`config.mk`:
```
export PLATFORM = sky130hd
export DESIGN_NAME = seq_array_multiplier
export DESIGN_NICKNAME = d
export VERILOG_FILES = /design/src/rtl/seq_array_multiplier.sv
export SDC_FILE = /design/constraint.sdc
export NUM_CORES = 1
export LEC_CHECK = 0
export CORE_ASPECT_RATIO = 1.2
export CORE_MARGIN = 5
export CORE_UTILIZATION = 31
export CTS_BUF_LIST = sky130_fd_sc_hd__clkbuf_8
export DETAILED_ROUTE_END_ITERATION = 6
export GPL_TIMING_DRIVEN = 1
export SETUP_SLACK_MARGIN = 0.4
export SLEW_MARGIN = 30
export SYNTH_ARGS = -nofsm -noshare
export SYNTH_HDL_FRONTEND = slang
export SYNTH_SLANG_ARGS = --single-unit
```
`constraint.sdc`:
```
create_clock -name clk -period 3.2 [get_ports clk]
set_clock_uncertainty 0.2 [all_clocks]
set_input_delay 0.96 -clock clk [delete_from_list [all_inputs] [get_ports clk]]
set_output_delay 0.96 -clock clk [all_outputs]
set_load 0.05 [all_outputs]
```
`src/rtl/seq_array_multiplier.sv`:
```
// Sequential shift-add WIDTH x WIDTH multiplier, unsigned or two's-complement per operation, 2*WIDTH-bit product.
// Latency: WIDTH+1 cycles from accepting edge to p valid; one result every WIDTH+2 cycles when start is held high.
// Backpressure: start is taken only when busy=0 (IDLE or DONE); start while busy is ignored and operands are not resampled.
// Ports: clk/rst (async, active-high); start, signed_mode, x, y in; busy, done (one-cycle pulse), p (held until next FIX) out.
module seq_array_multiplier #(
    parameter int WIDTH = 8
) (
    input  logic                 clk,
    input  logic                 rst,
    input  logic                 start,
    input  logic                 signed_mode,
    input  logic [WIDTH-1:0]     x,
    input  logic [WIDTH-1:0]     y,
    output logic                 busy,
    output logic                 done,
    output logic [2*WIDTH-1:0]   p
);
    localparam int CW = $clog2(WIDTH) + 1;

    typedef enum logic [1:0] {
        IDLE = 2'd0,
        RUN  = 2'd1,
        FIX  = 2'd2,
        DONE = 2'd3
    } state_t;

    state_t               state;
    state_t               state_nxt;
    logic [WIDTH-1:0]     mcand;
    logic [WIDTH-1:0]     mplier;
    logic [2*WIDTH-1:0]   acc;
    logic [CW-1:0]        cnt;
    logic                 neg;

    logic                 accept;
    logic                 last_run;
    logic [WIDTH-1:0]     x_mag;
    logic [WIDTH-1:0]     y_mag;
    logic [2*WIDTH-1:0]   addend;

    // DONE accepts a new operation exactly like IDLE, which gives back-to-back issue.
    assign accept   = start && ((state == IDLE) || (state == DONE));
    assign last_run = (cnt == CW'(WIDTH - 1));

    // Magnitudes: the most negative value negates to itself, which read unsigned is 2^(WIDTH-1).
    assign x_mag  = (signed_mode && x[WIDTH-1]) ? (~x + WIDTH'(1)) : x;
    assign y_mag  = (signed_mode && y[WIDTH-1]) ? (~y + WIDTH'(1)) : y;
    assign addend = {{WIDTH{1'b0}}, mcand} << cnt;

    assign busy = (state == RUN) || (state == FIX);
    assign done = (state == DONE);

    always_ff @(posedge clk or posedge rst) begin
        if (rst) begin
            state <= IDLE;
        end else begin
            state <= state_nxt;
        end
    end

    always_comb begin
        state_nxt = state;
        case (state)
            IDLE:    if (start) state_nxt = RUN;
            RUN:     if (last_run) state_nxt = FIX;
            FIX:     state_nxt = DONE;
            DONE:    state_nxt = start ? RUN : IDLE;
            default: state_nxt = IDLE;
        endcase
    end

    always_ff @(posedge clk or posedge rst) begin
        if (rst) begin
            mcand  <= '0;
            mplier <= '0;
            acc    <= '0;
            cnt    <= '0;
            neg    <= 1'b0;
            p      <= '0;
        end else if (accept) begin
            mcand  <= x_mag;
            mplier <= y_mag;
            neg    <= signed_mode && (x[WIDTH-1] ^ y[WIDTH-1]);
            acc    <= '0;
            cnt    <= '0;
        end else if (state == RUN) begin
            if (mplier[0]) begin
                acc <= acc + addend;
            end
            mplier <= mplier >> 1;
            cnt    <= cnt + CW'(1);
        end else if (state == FIX) begin
            // A zero magnitude with neg set wraps back to zero here.
            p <= neg ? (~acc + (2*WIDTH)'(1)) : acc;
        end
    end

endmodule

```
======== Word-level counts from Yosys, hierarchy flattened ========
Cells that the tools add are included.
Widths: inputs -> output; s select.
word-level totals
  register bits after elaboration ......... 55
  latch bits .............................. 0
  bits in writable memories ............... 0
  ROM bits ................................ 0
  bits of input ports ..................... 20
  output and inout port bits .............. 18
  memories kept ........................... 0
operators by class
  add/subtract/negate cells ............... 5
  multipliers ............................. 0
  div/mod/pow operators ................... 0
  order comparisons ....................... 0
  equality and inequality tests ........... 6
  shift-type cells ........................ 1
  muxes and demuxes ....................... 14
  bitwise gates (word level) .............. 6
  reduce and logical (&&, ||, !) cells .... 12
operator list
  cell                   count
  $mux 16                4
  $mux 8                 4
  $add 16x1->16 const B  1
  $add 16x16->16         1
  $add 8x1->8 const B    2
  $not 16->16            1
  $not 8->8              2
  $shl 8x4->16           1
  $mux 4                 2
  $pmux 2 s4             1
  $add 4x1->4 const B    1
  $eq 2x2->1 const B     2
  $eq 4x3->1 const B     1
  $logic_and 1x1->1      4
  $mux 2                 2
  $ne 2x2->1 const B     2
  $reduce_and 2->1       2
  $reduce_bool 2->1      2
  $reduce_and 3->1       1
  $eq 2x1->1 const B     1
  $logic_not 2->1        1
  $logic_or 1x1->1       2
  $not 1->1              2
  $mux 1                 1
  $xor 1x1->1            1

======== Logic depth before layout (Yosys ltp) ========
  word-level depth ........................ 5
  depth in mapped cells ................... 15
  depth with buffers taken out ............ 13

======== Worst setup path after synthesis ========
OpenSTA, ideal clock, no wires.
  path type ............................... register -> register
  start point ............................. register cnt[0]
  end point ............................... register acc[14]
  setup time .............................. 136 ps
  data arrival time ....................... 3119 ps
  path slack .............................. -255 ps
  cell stages (with the launch flop) ...... 15
  cell sequence ........................... dfrtp_1 buf_2 buf_1 or3b_2 nor3_1 ha_1 inv_1 fa_1 nor2b_1 o21ai_0 a21boi_0 o2111ai_1 a32oi_1 xnor2_1 a21oi_1
on the way
  cells in the longest elaborated chain, start to end .. 5
ends and longest elaborated chain
  what                    line  text
  from (decl)             32    logic [CW-1:0] cnt;
  from (signal assigned)  91    cnt <= cnt + CW'(1);
  $shl 8x4->16            48    assign addend = {{WIDTH{1'b0}}, mcand} << cnt;
  $add 16x16->16          88    acc <= acc + addend;
  $mux 16                 87    if (mplier[0]) begin
  $mux 16                 86    end else if (state == RUN) begin
  $mux 16                 80    end else if (accept) begin
  to (signal assigned)    88
  to (decl)               31    logic [2*WIDTH-1:0] acc;
Every way passes these cells. The select of a mux whose other input is x is not followed.
A chain may end at the register's enable or synchronous reset.

======== Worst setup path after layout ========
  start point ............................. register cnt[0]
  end point ............................... register acc[15]
Same word-level chain as after synthesis.

==> impl_metrics.toml <==
[sta]
slew_headroom = 0.492
hold_viol_final = 0
fmax_mhz = 326
fin_crit_sh = 0.959
min_period_ns = 3.07
worst_slew_pin_slew_ns = 0.762
rsz0062_at_grt = "true"
setup_violations = 0
final_max_slew_viol_count = 0
hold_slack_ns = 0.326
tns_ns = 0

[clocking]
clk_pin_slew_ns = 0.12
cts_sinks = 55
clock_latency_ns = 0.33
ctsHtreeMaxLevel = 2
cts_tree = "built"
cts_inserted_buffers = 5
cts-root-buf = "clkbuf_8"
cts_buffer_depth = 2

[floorplan]
std_cell_rows = 44
start_util = 0.317
core_area_sq_um = 12200
ioPinCount = 38
die-area_sq_um = 14800
die_w_um = 112
fp.dieH_um = 132

[setup_path]
critPathSlowestCell = "dfrtp_2"
cp.required_ns = 3.21
path_common_cell = "mux2i_2"
cp-end-kind = "register"
cp_top_family = "multiplexers"
critPathMaxFanout = 8
critPathBufInv = 0
slowest_delay_ns = 0.52
cp_cell_sequence = "mux2i_2 > mux2_4 > mux2i_2 > a22o_1 > ha_4 > a2111oi_4 > nand3_1 > o21ai_2 > mux2i_2 > xnor2_1 > nor2_1"
crit_type = "register to register"
startpoint_type = "register"
crit_arrival_ns = 3.08

[power_and_ir_drop]
p_leak_nw = 2.05
power_density_nw_per_um2 = 1110
ir_worst_vdd_v = 0.000516
power_w = 0.00538

[yosys]
yosys.area.top_type = "dfrtp_1"
synth_common_cells = "nand2_1 (57), dfrtp_1 (55), a21oi_1 (40), nor2_1 (40), o21ai_0 (40)"
synth_top_cell_area_share = 0.357
synthesis.area_sq_um = 3860
ys_seq_area_frac = 0.357
synthDistinctLibCells = 47
ys_warn_count = 0
synth.avg_cell_area_sq_um = 8.48
synth.most_common_cell = "nand2_1"
synth_flop_cell = "dfrtp_1"
synth_area_leaders = "dfrtp_1 (36%), ha_1 (7.8%), nand2_1 (5.5%), mux2i_1 (5.4%), a21oi_1 (5.2%)"
async_reset_ff_frac = 1.00
synth_edf_count = 0
ys_ff_latch = 55
syn_inst = 455
postSynthNetCount = 500

[drt]
remaining_drc_errors = 0
vias = 3305
drt-initial-drc-count = 155
viasPerCell = 4.99
ant_nets = 0
wl_per_cell_um = 13.5
wl_um = 8950
first_pass_iters = 4

[global_route]
grt_max_degree = 56
grt_pass1_vias = 3234
grt_pass1_wl_um = 15200
grt_remaining_overflow = 0
grt.total_usage = 0.121
antenna_found_initial = 0

[placed_design]
dp_hpwl_um = 6440
io_buffers = 37
gp_congestion = 0.877

[final_layout]
antenna-diode-count = 0
drive_above_1_share = 0.168
nFillCells = 1210
fin_nets = 545
area_growth_pct = 25.9
multiInputGateArea_sq_um = 2550
final-seq-area_sq_um = 1380

[worst_hold_path]
min_path_type = "register to register"

[run_status]
status = "completed"

[job]
cap_violations = 0
## timing repair
item | 4_1_cts | 5_1_grt
gates resized for setup | 17 | 33
endpoints found under the setup margin | 12 | 12
hold buffers | 0 | 0
pin swaps | 10 | 12
setup buffers | 5 | 8
## final timing paths
check                      startpoint  endpoint  slack, ns  cells past startpoint
setup / recovery               cnt[0]   acc[15]       0.13                     11
hold / removal                  p[14]     p[14]       0.33                      1
setup reg to reg               cnt[0]   acc[15]       0.13                     11
hold reg to reg                 p[14]     p[14]       0.33                      1
max in group asynchronous         rst    cnt[0]       1.75                      3
min in group asynchronous         rst  state[0]       0.80                      3
## worst reg2reg max path: stages (launching register included)
cell and delay, ns:
dfrtp_2 0.52, mux2i_2 0.20, mux2_4 0.30, mux2i_2 0.18, a22o_1 0.25, ha_4 0.25, a2111oi_4 0.34, nand3_1 0.14
o21ai_2 0.16, mux2i_2 0.25, xnor2_1 0.14, nor2_1 0.05
## layout by cell type, fill, tap and decap left out, types with 3 or more instances in the layout
cell type        instances
and2_1                   6
nor2_1                  39
xor2_1                  21
o21ai_1                  7
and3_1                   4
clkbuf_8                 5
ha_4                     4
mux2_2                   4
buf_4                   21
a211oi_1                 3
mux2i_1                 14
or3_1                    4
inv_1                   16
nand2b_1                 3
clkdlybuf4s50_1         35
a22oi_1                  3
nor3_1                  11
dfrtp_1                 53
o31ai_1                  6
nor2b_1                  6
a21oi_1                 37
ha_1                    18
xnor2_1                 15
nand2_1                 56
mux2i_2                  6
a21oi_2                  3
o21ai_2                  3
o21ai_0                 31
nand4_1                  3
nand3_1                  8
## cell type report
cell class,count,area share
multi-input combinational,359,0.525
sequential,55,0.284
timing repair buffer,61,0.116
tap,161,0.0415
clock buffer,5,0.0142
inverter,18,0.0139
clock inverter,3,0.00567
## sequential cells by signal (all words and copies together), names as in the netlist
register	cells
acc	16
cnt	4
mcand	8
mplier	8
neg	1
p	16
state	2
## where the power goes
group          internal [W]  total, W  switching, W  leakage [nW]
clock network      0.000163  0.000426      0.000263        0.0467
logic               0.00156   0.00357       0.00201          1.32
registers           0.00101   0.00139      0.000373         0.688
## cells by family after synthesis
logic type / Yosys count / share of synthesized area
xor+xnor: 36 / 0.0817
simple gates: 154 / 0.186
buf+inv: 41 / 0.0402
compound gates: 117 / 0.180
mux: 27 / 0.0720
fa+ha+maj: 25 / 0.0830
flops: 55 / 0.357
## per-layer routing
metal  up-vias  global-route usage  share of wire
li1       1676                   -              -
met1      1549               0.152           0.45
met2        65               0.213           0.50
met3        15              0.0179          0.033
met4         0              0.0352          0.018
met5         -                   0              0
## stage by stage
stage	cells	utilization	cell area [sq um]	worst slack [ns]
global placement	641	0.369	4480	0.0712
finish	662	0.399	4860	0.130
global route	662	0.399	4860	0.00224
CTS	654	0.383	4650	0.143
detailed placement	641	0.369	4480	0.0378
floorplan	455	-	3920	0.196
Power figures use the tool's default switching activity.
==> RTL change 1: new RTL, config.mk and constraints unchanged <==
Set the parameter `WIDTH` to 16 (it was 8).
--- a/src/rtl/seq_array_multiplier.sv
+++ b/src/rtl/seq_array_multiplier.sv
@@ -3,7 +3,7 @@
 // Backpressure: start is taken only when busy=0 (IDLE or DONE); start while busy is ignored and operands are not resampled.
 // Ports: clk/rst (async, active-high); start, signed_mode, x, y in; busy, done (one-cycle pulse), p (held until next FIX) out.
 module seq_array_multiplier #(
-    parameter int WIDTH = 8
+    parameter int WIDTH = 16
 ) (
     input  logic                 clk,
     input  logic                 rst,
Interface: changed (resized p, x and y); port bits go from 38 to 70. The function was not compared with the original's and may differ.
==> RTL change 1 against the unedited design <==
The run now ends with setup timing left; combinational power rose to 2.9 times the old value; synthesized cell count rose by 110%; power rose to 2.5 times the old value; setup slack got worse by 0.92 ns; sequential cell count rose by 49; cell area rose by 140%; area after synthesis rose by 100%; routed wire length rose to 2.5 times the old value; sequential power rose by 71%; critical endpoint is now acc[24].
==> RTL change 1: results (changes against the unedited design) <==
Hold path
  – Cells on Worst Hold Path: 2 (+1)

Layout
  – Registers with the highest flip-flop counts: acc: 32 flops, p: 32 flops
  – Ratio of cells with drive above 1 in the final layout: 36.3% (+20 points)
  – Signal buffers: 293 (+380%)
  – Proportion of final cell area spent on non-clock buffers: 21.6% (+10 points)
  – Share of cell area taken by multi-input logic gates: 50.2% (-2.3 points)

Timing
  – Setup TNS: -12.10 ns (-12.10 ns)
  – Final Worst Setup Slack: -0.785 ns (-0.916 ns)
  – Final setup violating endpoints: 26 (+26)
  – Worst slew margin relative to its limit: 60.3% (+11 points)

Critical path
  – Largest fanout of any net on the critical path: 4 (-4)
  – FF-to-FF Start: cnt[1]
  – Crit path max-delay family: compound AO/OA/AOI/OAI gates
  – Number of cells traversed by the worst register-to-register path: 18 (+7)
  – Stage delay of the slowest cell on the critical path: 0.44 ns (-0.08 ns)

Global routing
  – Met3 Usage GRT: 1.53% (-0.26 points)
  – Wire length of the first global-routing pass: 35700 µm (+140%)
  – Maximum number of pins on one net before global-route repair: 105 (+88%)
  – Met2 track utilization from global routing: 26.7% (+5.4 points)
  – Vias in the first global route: 7277 (+130%)

Place
  – Dpl cell area: 10100 µm² (+130%)
  – Setup slack at placement: -0.852 ns (-0.889 ns)
  – DPL Wire Length: 15900 µm (+150%)
  – Number of I/O port buffers: 69 (+86%)

Pwr
  – Pwr dens: 1150 nW/µm² (+4.0%)
  – Sw power: 6.34 mW (+140%)
  – Clock group: 0.926 mW (+120%)
  – Largest vdd supply drop: 0.404 mV (-22%)

Outcome
  – Violations in the final reports: setup timing
  – Outcome: finished with violations

Route
  – Routed via count: 7724 (+130%)
  – Routed vias/inst: 5.03 (+0.66%)
  – Met1 wire length: 10000 µm (+150%)
  – First drt pass iteration count: 5 (+1)

Clock tree
  – H-tree levels: 3 (+1)

Synth
  – Cell types occupying the most area after synthesis: dfrtp_1 33%, nand2_1 8.2%, ha_1 6.6%
  – Synth Net Count: 1032 (+110%)
## RTL change 1: changes by cell type after synthesis, sizes merged, moves of 11 or more
cell / before / now
a21oi: 40 / 65
xnor2: 15 / 36
xor2: 21 / 44
nor2: 40 / 57
ha: 24 / 41
mux2i: 21 / 35
dfrtp: 55 / 104
o21ai: 41 / 112
clkbuf: 18 / 43
inv: 18 / 29
nand3: 8 / 20
nand2: 57 / 171
## RTL change 1: kinds of logic (layout without fill, tap and decap cells)
logic type	Yosys count	after routing	share of synthesized area [%]
XOR/XNOR	80	80	8.98
multiplexers	48	48	7.23
AND/OR/NAND/NOR	336	336	19.8
AO/OA/AOI/OAI	262	262	19.8
adder cells (fa/ha/maj)	42	42	6.83
flip-flops	104	104	33.4
buffers and inverters	82	340	3.95
## RTL change 1: what timing repair did
action                                  4_1_cts  5_1_grt
gates resized for setup                     110      117
pin swaps                                    70      100
endpoints found under the setup margin       43       46
setup buffers                                42       27
gates cloned                                  1        0
==> RTL change 2: new RTL, same flow settings <==
Made on the original files. Re-encode `state_t` (4 states) as one-hot, 4 bits wide.
--- a/src/rtl/seq_array_multiplier.sv
+++ b/src/rtl/seq_array_multiplier.sv
@@ -17,11 +17,11 @@
 );
     localparam int CW = $clog2(WIDTH) + 1;
 
-    typedef enum logic [1:0] {
-        IDLE = 2'd0,
-        RUN  = 2'd1,
-        FIX  = 2'd2,
-        DONE = 2'd3
+    typedef enum logic [3:0] {
+        IDLE = 4'b0001,
+        RUN  = 4'b0010,
+        FIX  = 4'b0100,
+        DONE = 4'b1000
     } state_t;
 
     state_t               state;
Formal check against the unedited RTL: no difference found for any inputs over 10 cycles, from zero or initial values and one cycle with rst high; not proved beyond that.
==> RTL change 2 against the unedited design <==
Sequential cell count is 2 higher; routed wire length is 6.8% higher; critical path type unchanged; critical path depth is 2 higher; power is 21% lower; highest routed layer unchanged; critical endpoint unchanged; cell area is 4.9% higher; combinational power is 35% lower; largest power group unchanged; area after synthesis hardly changed; setup slack worse by 0.10 ns.
==> RTL change 2: results (changes against the unedited design) <==
Outcome
  – Outcome: completed

Route
  – Routed via count: 3337 (+0.97%)
  – Top layer reached by signal wires: met4
  – Initial DRC Count: 121 (-22%)
  – Routed len/inst: 14.5 µm (+7.1%)
  – Met1 wire length: 4130 µm (+2.3%)
  – Routed vias/inst: 5.06 (+1.3%)
  – Met2 routed wirelength: 4790 µm (+7.3%)
  – Length of routed met3 wiring: 308 µm (+5.8%)

Clock tree
  – Clock slew at reported path FFs: 0.07 ns (-0.05 ns)
  – Post-cts gate resize count: 23 (+6)
  – Num CTS Buffers: 9 (+4)
  – H-tree levels: 3 (+1)
  – Skew-Pair Late Insertion Delay: 0.35 ns (+0.02 ns)

Critical path
  – Stage delay of the slowest cell on the critical path: 0.48 ns (-0.04 ns)
  – Number of cells traversed by the worst register-to-register path: 13 (+2)
  – Largest fanout of any net on the critical path: 7 (-1)
  – Endpoint arrival time on the critical path: 3.19 ns (+0.11 ns)
  – Slack of the worst reg-to-reg path: 0.03 ns (-0.10 ns)
  – End of the worst register-to-register path: acc[15]
  – Crit path max-delay family: compound AO/OA/AOI/OAI gates

Synth
  – Instance count of the mapped netlist: 435 (-4.4%)
  – Portion of the post-synthesis area used by sequential elements: 37.0% (+1.3 points)
  – Yosys cell types: 54 (+15%)
  – Synth Net Count: 475 (-5.0%)
  – Cell types occupying the most area after synthesis: dfrtp_1 36%, ha_1 6.2%, xor2_1 5.9%
  – Leading post-synthesis cells by instance count: 57 x nand2_1, 56 x dfrtp_1, 40 x o21ai_0

Hold path
  – Hold Crit Start: mplier[0]
  – Cells on Worst Hold Path: 2 (+1)
  – Hold EP: mplier[0]

Global routing
  – Maximum number of pins on one net before global-route repair: 39 (-30%)
  – Met3 Usage GRT: 2.57% (+0.78 points)
  – Wire length of the first global-routing pass: 15900 µm (+5.1%)
  – Met2 track utilization from global routing: 21.8% (+0.50 points)
  – Global Route Usage Sum: 13.0% (+0.89 points)
  – Vias in the first global route: 3381 (+4.5%)
  – Met1 demand-to-capacity share in global routing: 15.8% (+0.58 points)
  – Gr busiest metal: met2

Layout
  – Final net count: 534 (-2.0%)
  – Ratio of cells with drive above 1 in the final layout: 21.4% (+4.7 points)
  – Registers with the highest flip-flop counts: acc: 16 flops, p: 16 flops

Place
  – Post-Place Cells: 632 (-1.4%)
  – Dpl cell area: 4560 µm² (+1.8%)
  – Setup slack at placement: -0.156 ns (-0.194 ns)
  – Routability congestion estimate: 0.849 (-3.2%)
  – DPL Wire Length: 6900 µm (+7.2%)

Timing
  – Worst slew margin relative to its limit: 53.4% (+4.2 points)
  – Portion of the clock cycle consumed by the worst path in the final layout: 99.1% (+3.2 points)

Pwr
  – Largest vdd supply drop: 0.358 mV (-31%)
  – Design internal power: 2.45 mW (-10%)
  – Clock group: 0.709 mW (+66%)
  – Combinational group power: 2.31 mW (-35%)
  – Static Leak: 2.19 nW (+6.5%)
RTL change 2: cells by family (layout without fill, tap and decap cells):
family / count (synthesis) / in the layout / synth area share, %
simple gates: 149 / 149 / 18.4
buf+inv: 33 / 97 / 3.82
compound gates: 111 / 111 / 18.2
flops: 57 / 57 / 37.0
mux: 24 / 24 / 6.68
xor+xnor: 41 / 41 / 9.30
fa+ha+maj: 20 / 20 / 6.68
RTL change 2: through the flow:
stage	util [%]	hold WS (ns)	power [mW]	TNS (ns)
after CTS	40.3	0.309	3.99	0
after global routing	41.9	0.337	4.57	-0.126
final	41.9	0.306	4.23	0
after floorplan	-	0.260	2.57	0
after global placement	37.5	0.280	3.04	-0.0307
after detailed placement	37.5	0.293	3.10	-0.187
RTL change 2: final cells by class:
cell class | instances | area, µm²
Clock inverter | 5 | 55.1
Clock buffer | 11 | 151
Tap cell | 161 | 201
Fill cell | 1172 | 7070
Multi-Input combinational cell | 345 | 2570
Inverter | 12 | 45.0
Timing Repair Buffer | 69 | 643
Sequential cell | 57 | 1430
